$ cat src/rtl/neopix_frame_fetch.sv
// Frame-fetch controller: reads a pixel run from the frame-buffer RAM into a small FIFO feeding the serializer.
// Optional build macro NEOPIX_FRAME_REPEAT_EN enables auto-repeat of frames and adds the 'stop' input.
module neopix_frame_fetch #(
    parameter int ADDR_W       = 9,
    parameter int FIFO_DEPTH   = 4,
    parameter int LATCH_CYCLES = 3000
) (
    input  logic              clock,
    input  logic              reset,
    input  logic              start,
    input  logic [ADDR_W-1:0] base_addr,
    input  logic [ADDR_W:0]   pixel_count,
`ifdef NEOPIX_FRAME_REPEAT_EN
    input  logic              stop,
`endif
    output logic [ADDR_W-1:0] rdaddress,
    input  logic [31:0]       rd_data,
    output logic [23:0]       pixel_data,
    output logic              pixel_valid,
    input  logic              pixel_ready,
    output logic              busy,
    output logic              latch_active,
    output logic              frame_done
);

    localparam int PTR_W = (FIFO_DEPTH > 1) ? $clog2(FIFO_DEPTH) : 1;
    localparam int CNT_W = $clog2(FIFO_DEPTH + 1);
    localparam int LAT_W = (LATCH_CYCLES > 1) ? $clog2(LATCH_CYCLES) : 1;
    localparam logic [CNT_W-1:0]  DEPTH_C    = CNT_W'(FIFO_DEPTH);
    localparam logic [CNT_W-1:0]  CNT_ONE    = CNT_W'(1);
    localparam logic [LAT_W-1:0]  LATCH_LOAD = LAT_W'(LATCH_CYCLES - 1);
    localparam logic [LAT_W-1:0]  LAT_ONE    = LAT_W'(1);
    localparam logic [ADDR_W:0]   PIX_ONE    = (ADDR_W+1)'(1);
    localparam logic [PTR_W-1:0]  PTR_LAST   = PTR_W'(FIFO_DEPTH - 1);
    localparam logic [PTR_W-1:0]  PTR_ONE    = PTR_W'(1);

    typedef enum logic [1:0] {IDLE, FETCH, DRAIN, LATCH} state_t;

    state_t                          state_q, state_d;
    logic [ADDR_W-1:0]               base_q, base_d;
    logic [ADDR_W:0]                 count_q, count_d;
    logic [ADDR_W:0]                 issued_q, issued_d;
    logic [ADDR_W:0]                 accepted_q, accepted_d;
    logic [LAT_W-1:0]                latch_cnt_q, latch_cnt_d;
    logic [ADDR_W-1:0]               rdaddress_q, rdaddress_d;
    logic                            iss_q, iss_d;
    logic                            s1_q, s1_d;
    logic                            s2_q, s2_d;
    logic [CNT_W-1:0]                outstanding_q, outstanding_d;
    logic [CNT_W-1:0]                fifo_count_q, fifo_count_d;
    logic [PTR_W-1:0]                wr_ptr_q, wr_ptr_d;
    logic [PTR_W-1:0]                rd_ptr_q, rd_ptr_d;
    logic [FIFO_DEPTH-1:0][23:0]     mem_q, mem_d;
    logic [23:0]                     pixel_data_q, pixel_data_d;
    logic                            pixel_valid_q, pixel_valid_d;
    logic                            busy_q, busy_d;
    logic                            latch_active_q, latch_active_d;
    logic                            frame_done_q, frame_done_d;
`ifdef NEOPIX_FRAME_REPEAT_EN
    logic                            stop_req_q, stop_req_d;
`endif
    logic                            issue;
    logic                            pop;
    logic                            push;
    logic                            credit_ok;
    logic                            unused_rd_msbs;

    assign unused_rd_msbs = ^rd_data[31:24];

    function automatic logic [PTR_W-1:0] ptr_inc(input logic [PTR_W-1:0] p);
        return (p == PTR_LAST) ? '0 : p + PTR_ONE;
    endfunction

    // outstanding counts FIFO entries plus reads in flight; a same-cycle pop frees its credit immediately
    always_comb begin
        state_d     = state_q;
        base_d      = base_q;
        count_d     = count_q;
        issued_d    = issued_q;
        latch_cnt_d = latch_cnt_q;
        rdaddress_d = rdaddress_q;
        frame_done_d = 1'b0;
        issue       = 1'b0;
        pop         = pixel_valid_q && pixel_ready;
        push        = s2_q;
        credit_ok   = (outstanding_q < DEPTH_C) || pop;
        accepted_d  = accepted_q + {{ADDR_W{1'b0}}, pop};

        case (state_q)
            IDLE: begin
                if (start) begin
                    base_d     = base_addr;
                    count_d    = pixel_count;
                    issued_d   = '0;
                    accepted_d = '0;
                    if (pixel_count == '0) begin
                        state_d     = LATCH;
                        latch_cnt_d = LATCH_LOAD;
                    end else begin
                        issue       = 1'b1;
                        rdaddress_d = base_addr;
                        issued_d    = PIX_ONE;
                        state_d     = FETCH;
                    end
                end
            end
            FETCH: begin
                if (issued_q == count_q) begin
                    state_d = DRAIN;
                end else if (credit_ok) begin
                    issue       = 1'b1;
                    rdaddress_d = base_q + issued_q[ADDR_W-1:0];
                    issued_d    = issued_q + PIX_ONE;
                end
            end
            DRAIN: begin
                if (accepted_d == count_q) begin
                    state_d     = LATCH;
                    latch_cnt_d = LATCH_LOAD;
                end
            end
            LATCH: begin
                if (latch_cnt_q == '0) begin
                    frame_done_d = 1'b1;
`ifdef NEOPIX_FRAME_REPEAT_EN
                    if (stop_req_q || stop) begin
                        state_d = IDLE;
                    end else begin
                        issued_d   = '0;
                        accepted_d = '0;
                        if (count_q == '0) begin
                            state_d     = LATCH;
                            latch_cnt_d = LATCH_LOAD;
                        end else begin
                            state_d = FETCH;
                        end
                    end
`else
                    state_d = IDLE;
`endif
                end else begin
                    latch_cnt_d = latch_cnt_q - LAT_ONE;
                end
            end
            default: state_d = IDLE;
        endcase

`ifdef NEOPIX_FRAME_REPEAT_EN
        stop_req_d = (state_d == IDLE) ? 1'b0 : (stop_req_q | stop);
`endif

        iss_d = issue;
        s1_d  = iss_q;
        s2_d  = s1_q;

        case ({issue, pop})
            2'b10:   outstanding_d = outstanding_q + CNT_ONE;
            2'b01:   outstanding_d = outstanding_q - CNT_ONE;
            default: outstanding_d = outstanding_q;
        endcase

        mem_d    = mem_q;
        wr_ptr_d = wr_ptr_q;
        rd_ptr_d = rd_ptr_q;
        if (push) begin
            mem_d[wr_ptr_q] = rd_data[23:0];
            wr_ptr_d        = ptr_inc(wr_ptr_q);
        end
        if (pop) begin
            rd_ptr_d = ptr_inc(rd_ptr_q);
        end
        case ({push, pop})
            2'b10:   fifo_count_d = fifo_count_q + CNT_ONE;
            2'b01:   fifo_count_d = fifo_count_q - CNT_ONE;
            default: fifo_count_d = fifo_count_q;
        endcase

        pixel_valid_d  = (fifo_count_d != '0);
        pixel_data_d   = (fifo_count_d != '0) ? mem_d[rd_ptr_d] : pixel_data_q;
        busy_d         = (state_d != IDLE);
        latch_active_d = (state_d == LATCH);
    end

    always_ff @(posedge clock) begin
        if (reset) begin
            state_q        <= IDLE;
            base_q         <= '0;
            count_q        <= '0;
            issued_q       <= '0;
            accepted_q     <= '0;
            latch_cnt_q    <= '0;
            rdaddress_q    <= '0;
            iss_q          <= 1'b0;
            s1_q           <= 1'b0;
            s2_q           <= 1'b0;
            outstanding_q  <= '0;
            fifo_count_q   <= '0;
            wr_ptr_q       <= '0;
            rd_ptr_q       <= '0;
            mem_q          <= '0;
            pixel_data_q   <= '0;
            pixel_valid_q  <= 1'b0;
            busy_q         <= 1'b0;
            latch_active_q <= 1'b0;
            frame_done_q   <= 1'b0;
`ifdef NEOPIX_FRAME_REPEAT_EN
            stop_req_q     <= 1'b0;
`endif
        end else begin
            state_q        <= state_d;
            base_q         <= base_d;
            count_q        <= count_d;
            issued_q       <= issued_d;
            accepted_q     <= accepted_d;
            latch_cnt_q    <= latch_cnt_d;
            rdaddress_q    <= rdaddress_d;
            iss_q          <= iss_d;
            s1_q           <= s1_d;
            s2_q           <= s2_d;
            outstanding_q  <= outstanding_d;
            fifo_count_q   <= fifo_count_d;
            wr_ptr_q       <= wr_ptr_d;
            rd_ptr_q       <= rd_ptr_d;
            mem_q          <= mem_d;
            pixel_data_q   <= pixel_data_d;
            pixel_valid_q  <= pixel_valid_d;
            busy_q         <= busy_d;
            latch_active_q <= latch_active_d;
            frame_done_q   <= frame_done_d;
`ifdef NEOPIX_FRAME_REPEAT_EN
            stop_req_q     <= stop_req_d;
`endif
        end
    end

    assign rdaddress    = rdaddress_q;
    assign pixel_data   = pixel_data_q;
    assign pixel_valid  = pixel_valid_q;
    assign busy         = busy_q;
    assign latch_active = latch_active_q;
    assign frame_done   = frame_done_q;

endmodule

$ cat config.mk
export PLATFORM = sky130hd
export DESIGN_NAME = neopix_frame_fetch
export DESIGN_NICKNAME = d
export VERILOG_FILES = /design/src/rtl/neopix_frame_fetch.sv
export SDC_FILE = /design/constraint.sdc
export NUM_CORES = 1
export LEC_CHECK = 0
export BUFFER_PORTS_ARGS = -buffer_cell sky130_fd_sc_hd__buf_2
export CORE_UTILIZATION = 25
export DETAILED_ROUTE_END_ITERATION = 8
export PLACE_DENSITY = 0.41
export REMOVE_ABC_BUFFERS = 1
export SETUP_SLACK_MARGIN = 0.1
export SLEW_MARGIN = 0
export SYNTH_ARGS = -nofsm -noshare
export SYNTH_HDL_FRONTEND = slang
export SYNTH_SLANG_ARGS = --single-unit
$ cat constraint.sdc
create_clock -name clock -period 3.1 [get_ports clock]
set_input_delay 0.775 -clock clock [delete_from_list [all_inputs] [get_ports clock]]
set_output_delay 0.775 -clock clock [all_outputs]
set_load 0.1 [all_outputs]
; ---- Word-level counts from Yosys, hierarchy flattened
; Index checks and enable logic that the tools add are counted.
[totals]
register_bits = 199
latchBits = 0
mem_bits_rw = 0
romBits = 0
inputBits = 55
word_cells = 113
memories = 0
[op_classes]
add_sub_neg = 10
n_mul = 0
n_div = 0
n_lt_le_gt_ge = 4
eq_ne = 19
shifts = 0
mux = 40
bitwise_logic = 1
n_reduce_logical = 16
[op_table]
columns = cell, count
row1 = bitwise mux 96 bit, 1
row2 = two-way mux 96 bit, 1
row3 = two-way mux 10 bit, 5
row4 = binary-select mux 24 bit (select 2 bit), 1
row5 = demux 24 bit (select 2 bit), 1
row6 = two-way mux 12 bit, 4
row7 = two-way mux 24 bit, 2
row8 = two-way mux 9 bit, 4
row9 = one-hot mux 12 bit (3 select lines), 1
row10 = == test 10 bit, 2
row11 = one-hot mux 10 bit (2 select lines), 1
row12 = one-hot mux 9 bit (2 select lines), 1
row13 = two-way mux 2 bit, 8
row14 = "== test 2 bit, second input constant", 7
row15 = "!= test 2 bit, second input constant", 7
row16 = zero test 12 bit, 1
row17 = one-hot mux 3 bit (2 select lines), 2
row18 = "subtractor 12 x 1 -> 12 bit, second input constant", 1
row19 = adder 10 x 1 -> 10 bit, 1
row20 = "adder 10 x 1 -> 10 bit, second input constant", 1
row21 = zero test 10 bit, 1
row22 = AND reduction 5 bit, 2
row23 = adder 9 bit, 1
row24 = one-hot mux 2 bit (4 select lines), 1
row25 = other kinds (18), 33

; ---- Logic depth before layout (Yosys ltp)
[logic_depth]
ltp_word = 8
depth_mapped = 12

; ---- Least setup slack after synthesis
; OpenSTA, ideal clock, no wires.
[synth_timing]
path_kind = reg2reg
start = reg pixel_valid_q, in the netlist pixel_valid
end = reg pixel_data_q[13], in the netlist pixel_data[13]
t_arrival_ns = 3.223
slack_ns = -0.260
stages_incl_launch_ff = 12
path_buffers = 2
synth_period_minus_slack_ns = 3.360
cell_sequence = dfxtp_1 > nand2_1 > inv_1 > ha_1 > inv_1 > fa_1 > xnor2_1 > xnor2_1 > a31oi_1 > clkbuf_1 > clkbuf_1 > a211oi_1
[synth_between]
elab_chain_cells = 4
word_cells_on_any_way = 8
classes_between = eq/ne (2) / mux (4) / reduce/logical (2)
[synth_lines]
columns = item, line
row1 = start: declaration, 55  ; logic pixel_valid_q, pixel_valid_d;
row2 = start signal: assignment, 226  ; pixel_valid_q <= pixel_valid_d;
row3 = logical AND 1 bit (*), 84  ; pop = pixel_valid_q && pixel_ready;
row4 = == test 2 x 1 -> 1 bit (tied with other cells), 172  ; case ({push, pop})
row5 = one-hot mux 3 bit (2 select lines) or binary-select mux 24 bit (select 2 bit) (tied branches), "172, 179"
row6 = nonzero test 3 bit or two-way mux 24 bit (tied branches), 179  ; pixel_data_d = (fifo_count_d != '0) ? mem_d[rd_ptr_d] : pixel_data_q;
row7 = end signal: assignment, 225  ; pixel_data_q <= pixel_data_d;
row8 = end: declaration, 54  ; logic [23:0] pixel_data_q, pixel_data_d;
; Every way passes the cells marked *; elsewhere a longest branch is shown, timed or not. The select of a mux whose other input is x is not followed.
; A chain may end at the register's enable or synchronous reset.

; ---- Final worst setup path
[layout_timing]
start = in pixel_count[9]
end = reg outstanding_q[2]
[layout_between]
elab_chain_cells = 6
word_cells_on_any_way = 8
classes_between = eq/ne (2) / mux (4) / reduce/logical (2)
[layout_lines]
columns = item, line
row1 = start: declaration, 12  ; input logic [ADDR_W:0] pixel_count,
row2 = zero test 10 bit (*), 96  ; if (pixel_count == '0) begin
row3 = two-way mux 1 bit (*), 96
row4 = two-way mux 1 bit (*), 91  ; if (start) begin
row5 = one-hot mux 1 bit (2 select lines) (*), 89  ; case (state_q)
row6 = == test 2 x 1 -> 1 bit or == test 2 bit (tied branches), 156  ; case ({issue, pop})
row7 = one-hot mux 3 bit (2 select lines) or nonzero test 2 bit (tied branches), n/a
row8 = end signal: assignment, 220  ; outstanding_q <= outstanding_d;
row9 = end: declaration, 49  ; logic [CNT_W-1:0] outstanding_q, outstanding_d;
; Every way passes the cells marked *; elsewhere a longest branch is shown, timed or not.

==> impl_metrics.csv <==
group,metric,value,unit
synthesis,async_flop_share,0,%
sta,hold_viol,0,
setup_path,slowest_stage,"or4_4",
setup_path,r2r-start,"count_q[4]",
finish,fin_nets,1365,
floorplan,ios,92,
worst_hold_path,whs_path_depth,1,
floorplan,dieArea,37500,um2
grt,grt_pass1_vias,7966,
sta,fin_crit,2.83,ns
synthesis,yosysWarnings,0,
worst_hold_path,hp-class,"reg -> reg",
setup_path,end_kind,"register",
setup_path,slowest_delay,0.54,ns
setup_path,path_buf_inv,3,
synthesis,synth-simple-area-share,24.9,%
setup_path,critPathKind,"in -> reg",
power_and_ir_drop,p_leak,4.11,nW
sta,maxSlewHeadroom,54.5,%
finish,final_cells,1761,
power_and_ir_drop,powerDensity,666,nW/um2
grt,overflow,0,
floorplan,start_util,25.6,%
sta,finalMaxSlewViolations,0,
synthesis,postSynthAreaPerCell,7.69,um2
synthesis,synth_top_family_by_area,"simple AND/OR/NAND/NOR gates",
setup_path,crit_top_cell,"inv_1",
setup_path,rr_worst_depth,11,
setup_path,cp-start-kind,"input port",
clock_tree,postCtsHoldBufs,0,
finish,final_util,31.1,%
drt,first_pass_iters,5,
sta,worstMarginPinSlew,0.682,ns
synthesis,synth_xor_area_share,4.29,%
clock_tree,worstSkewPairLatency,0.45,ns
clock_tree,htreeDepth,4,
floorplan,die_w,194,um
sta,setup_tns,0,ns
synthesis,synthAdderAreaFrac,3.38,%
job,cap_violations,0,
setup_path,crit_path_max_fanout,2,
clock_tree,tritoncts,"yes",
drt,routedWlPerCell,15.5,um
placement,gp_congestion,0.743,
sta,setup_viol,0,
outcome,status,"complete, no violations",
setup_path,crit_chain,"buf_2 > or4_4 > nor4_4 > nand2b_4 > nand2_1 > inv_1 > ha_1 > inv_1 > fa_1 > xor2_1 > or3_1 > a21oi_1",
drt,detailroute.via_count,8286,
drt,avgViaCountPerCell,4.71,
clock_tree,numCtsBuffers,17,
sta,timing.final.crit_share,91.4,%
setup_path,rrSetupSlack,0.39,ns
finish,drive_gt1_share,15.2,%
grt,grt_pass1_wl,44300,um
sta,rsz0062_at_grt,"no",
setup_path,cp_num_cells,12,
synthesis,synth_compound_area_share,19.3,%
floorplan,die_height,194,um
floorplan,coreArea,35900,um2
placement,place_hpwl,17900,um
worst_hold_path,hp-start,"s1_q",
sta,skew,0.0143,ns
synthesis,yosysUniqueCellTypes,62,
finish,final_cell_mix,"nand2_1, dfxtp_1, a21oi_1",
clock_tree,cts_sinks,199,
setup_path,critPathArrivalTime,3.21,ns
drt,ant_nets,0,
finish,n_fill_cell,3897,
sta,timing.fmax,0.353,GHz
worst_hold_path,worstHoldEndpoint,"push",
synthesis,ys.flop_type,"dfxtp_1",
synthesis,synth_edf_count,0,
setup_path,crit_family,"simple AND/OR/NAND/NOR gates",
drt,drcViolationCount,0,
synthesis,ys_seq_elements,199,
finish,final_common_cell,"nand2_1",
clock_tree,clk_pin_slew,0.07,ns
placement,dp.cells,1729,
synthesis,yosysSeqAreaShare,43.3,%
synthesis,syn_inst,1195,
clock_tree,clockBufferDepth,2,
setup_path,required,3.47,ns
drt,drt_iter0_drc,438,
setup_path,crit_start,"pixel_count[9]",
floorplan,rows,69,
finish,syn2layout_area_growth,21.4,%
placement,io_buffers,83,
grt,grt_max_degree,87,
setup_path,worst_r2r_endpoint,"outstanding_q[2]",
grt,antenna_found_initial,0,
drt,drt_wl_total,27300,um
clock_tree,cts-root-buf,"clkbuf_16",
power_and_ir_drop,peakVddDrop,413,uV
synthesis,syn-cell-area,9190,um2
synthesis,yosys-mux-area-fraction,0.817,%
sta,timing.hold.ws,0.438,ns
grt,grt_use_total,14.8,%
## sequential cells by signal, summed over array words and instances (netlist names)
signal	cells
accepted_q	10
latch_cnt_q	12
frame_done	1
push	1
pixel_data	24
state_q	2
base_q	9
latch_active	1
rdaddress	9
busy	1
fifo_count_q	3
mem_q	96
s1_q	1
rd_ptr_q	2
issued_q	10
outstanding_q	3
count_q	10
wr_ptr_q	2
pixel_valid	1
iss_q	1
## where the power goes
group | switching (mW) | internal [mW]
clock | 1.12 | 1.22
combinational | 1.62 | 0.581
sequential | 0.135 | 2.76
## area by class of cell
cell class	count	area, um2	share of cell area (%)
well taps	461	577	5.17
inverters	22	82.6	0.740
multi-input cells	899	4890	43.9
clock inverters	13	165	1.48
flip-flops and latches	199	3980	35.7
diodes	1	2.50	0.0224
clock buffers	18	429	3.85
repair buffers	148	1020	9.16
## cell families after synthesis
kind of cell,after synthesis
compound gates,297
xor+xnor,45
fa+ha+maj,23
buf+inv,97
flops,199
mux,7
simple gates,527
## per-layer routing
metal	vias to the layer above	global-route usage [%]	share of wire [%]
met5	-	0	0
met4	0	2.87	0.73
met3	15	2.84	2.8
met2	128	24.9	47
met1	3860	19.7	49
li1	4283	-	-
## cells in the mapped netlist, types with 2 or more instances
master	number	area [um2]
xnor2_1	30	263
nor4b_1	3	26.3
clkbuf_1	63	236
and2_1	9	56.3
o31a_1	4	35.0
nor2_1	156	586
o31ai_1	2	15.0
nand3_1	14	70.1
and3_4	2	22.5
or3_1	3	18.8
o21a_1	6	45.0
buf_2	3	15.0
inv_1	21	78.8
o21ai_0	12	60.1
a211oi_1	29	218
nand2b_1	7	43.8
dfxtp_1	199	3980
a22oi_1	2	15.0
and3_1	5	31.3
o41ai_1	2	17.5
buf_1	9	33.8
nor3_1	27	135
fa_1	3	60.1
or4_1	3	22.5
a31oi_1	10	62.6
nor4_1	5	31.3
nand2_1	263	987
and4_1	4	35.0
a21oi_1	160	801
ha_1	20	250
nor2b_1	6	37.5
or2_1	2	12.5
a21o_1	5	37.5
a221oi_1	2	17.5
xor2_1	15	131
a311oi_1	7	61.3
nand4_1	8	50.1
mux2i_1	5	50.1
o22ai_1	46	288
## what timing repair did
action	in CTS	in global routing
hold endpoints to repair	0	0
gates resized for setup	0	3
buffers inserted	0	0
setup endpoints to repair	0	1
## worst reg2reg max path, cell delays in order, from the launching register on
cell	delay [ns]
dfxtp_1	0.44
xnor2_1	0.15
nand4_1	0.16
o31ai_1	0.47
nand2_1	0.14
inv_1	0.10
ha_1	0.17
inv_1	0.06
fa_1	0.37
xor2_1	0.16
or3_1	0.30
a21oi_1	0.13
## through the flow
step | worst slack [ns] | power (mW) | instance area [um2]
6_report | 0.268 | 7.43 | 11200
5_1_grt | 0.128 | 7.83 | 11200
4_1_cts | 0.204 | 7.56 | 11100
3_5_place_dp | -0.276 | 5.18 | 10500
3_3_place_gp | -0.266 | 5.17 | 10500
2_1_floorplan | -1.45 | 4.54 | 8910
## worst max path at each step
stage / end / slack (ns)
after floorplan: pixel_data[0] / -1.45
after global placement: outstanding_q[2] / -0.27
after detailed placement: outstanding_q[2] / -0.28
after CTS: outstanding_q[2] / 0.20
after global routing: outstanding_q[2] / 0.13
final: outstanding_q[2] / 0.27
Note: power is estimated with default switching activity, not from simulation.
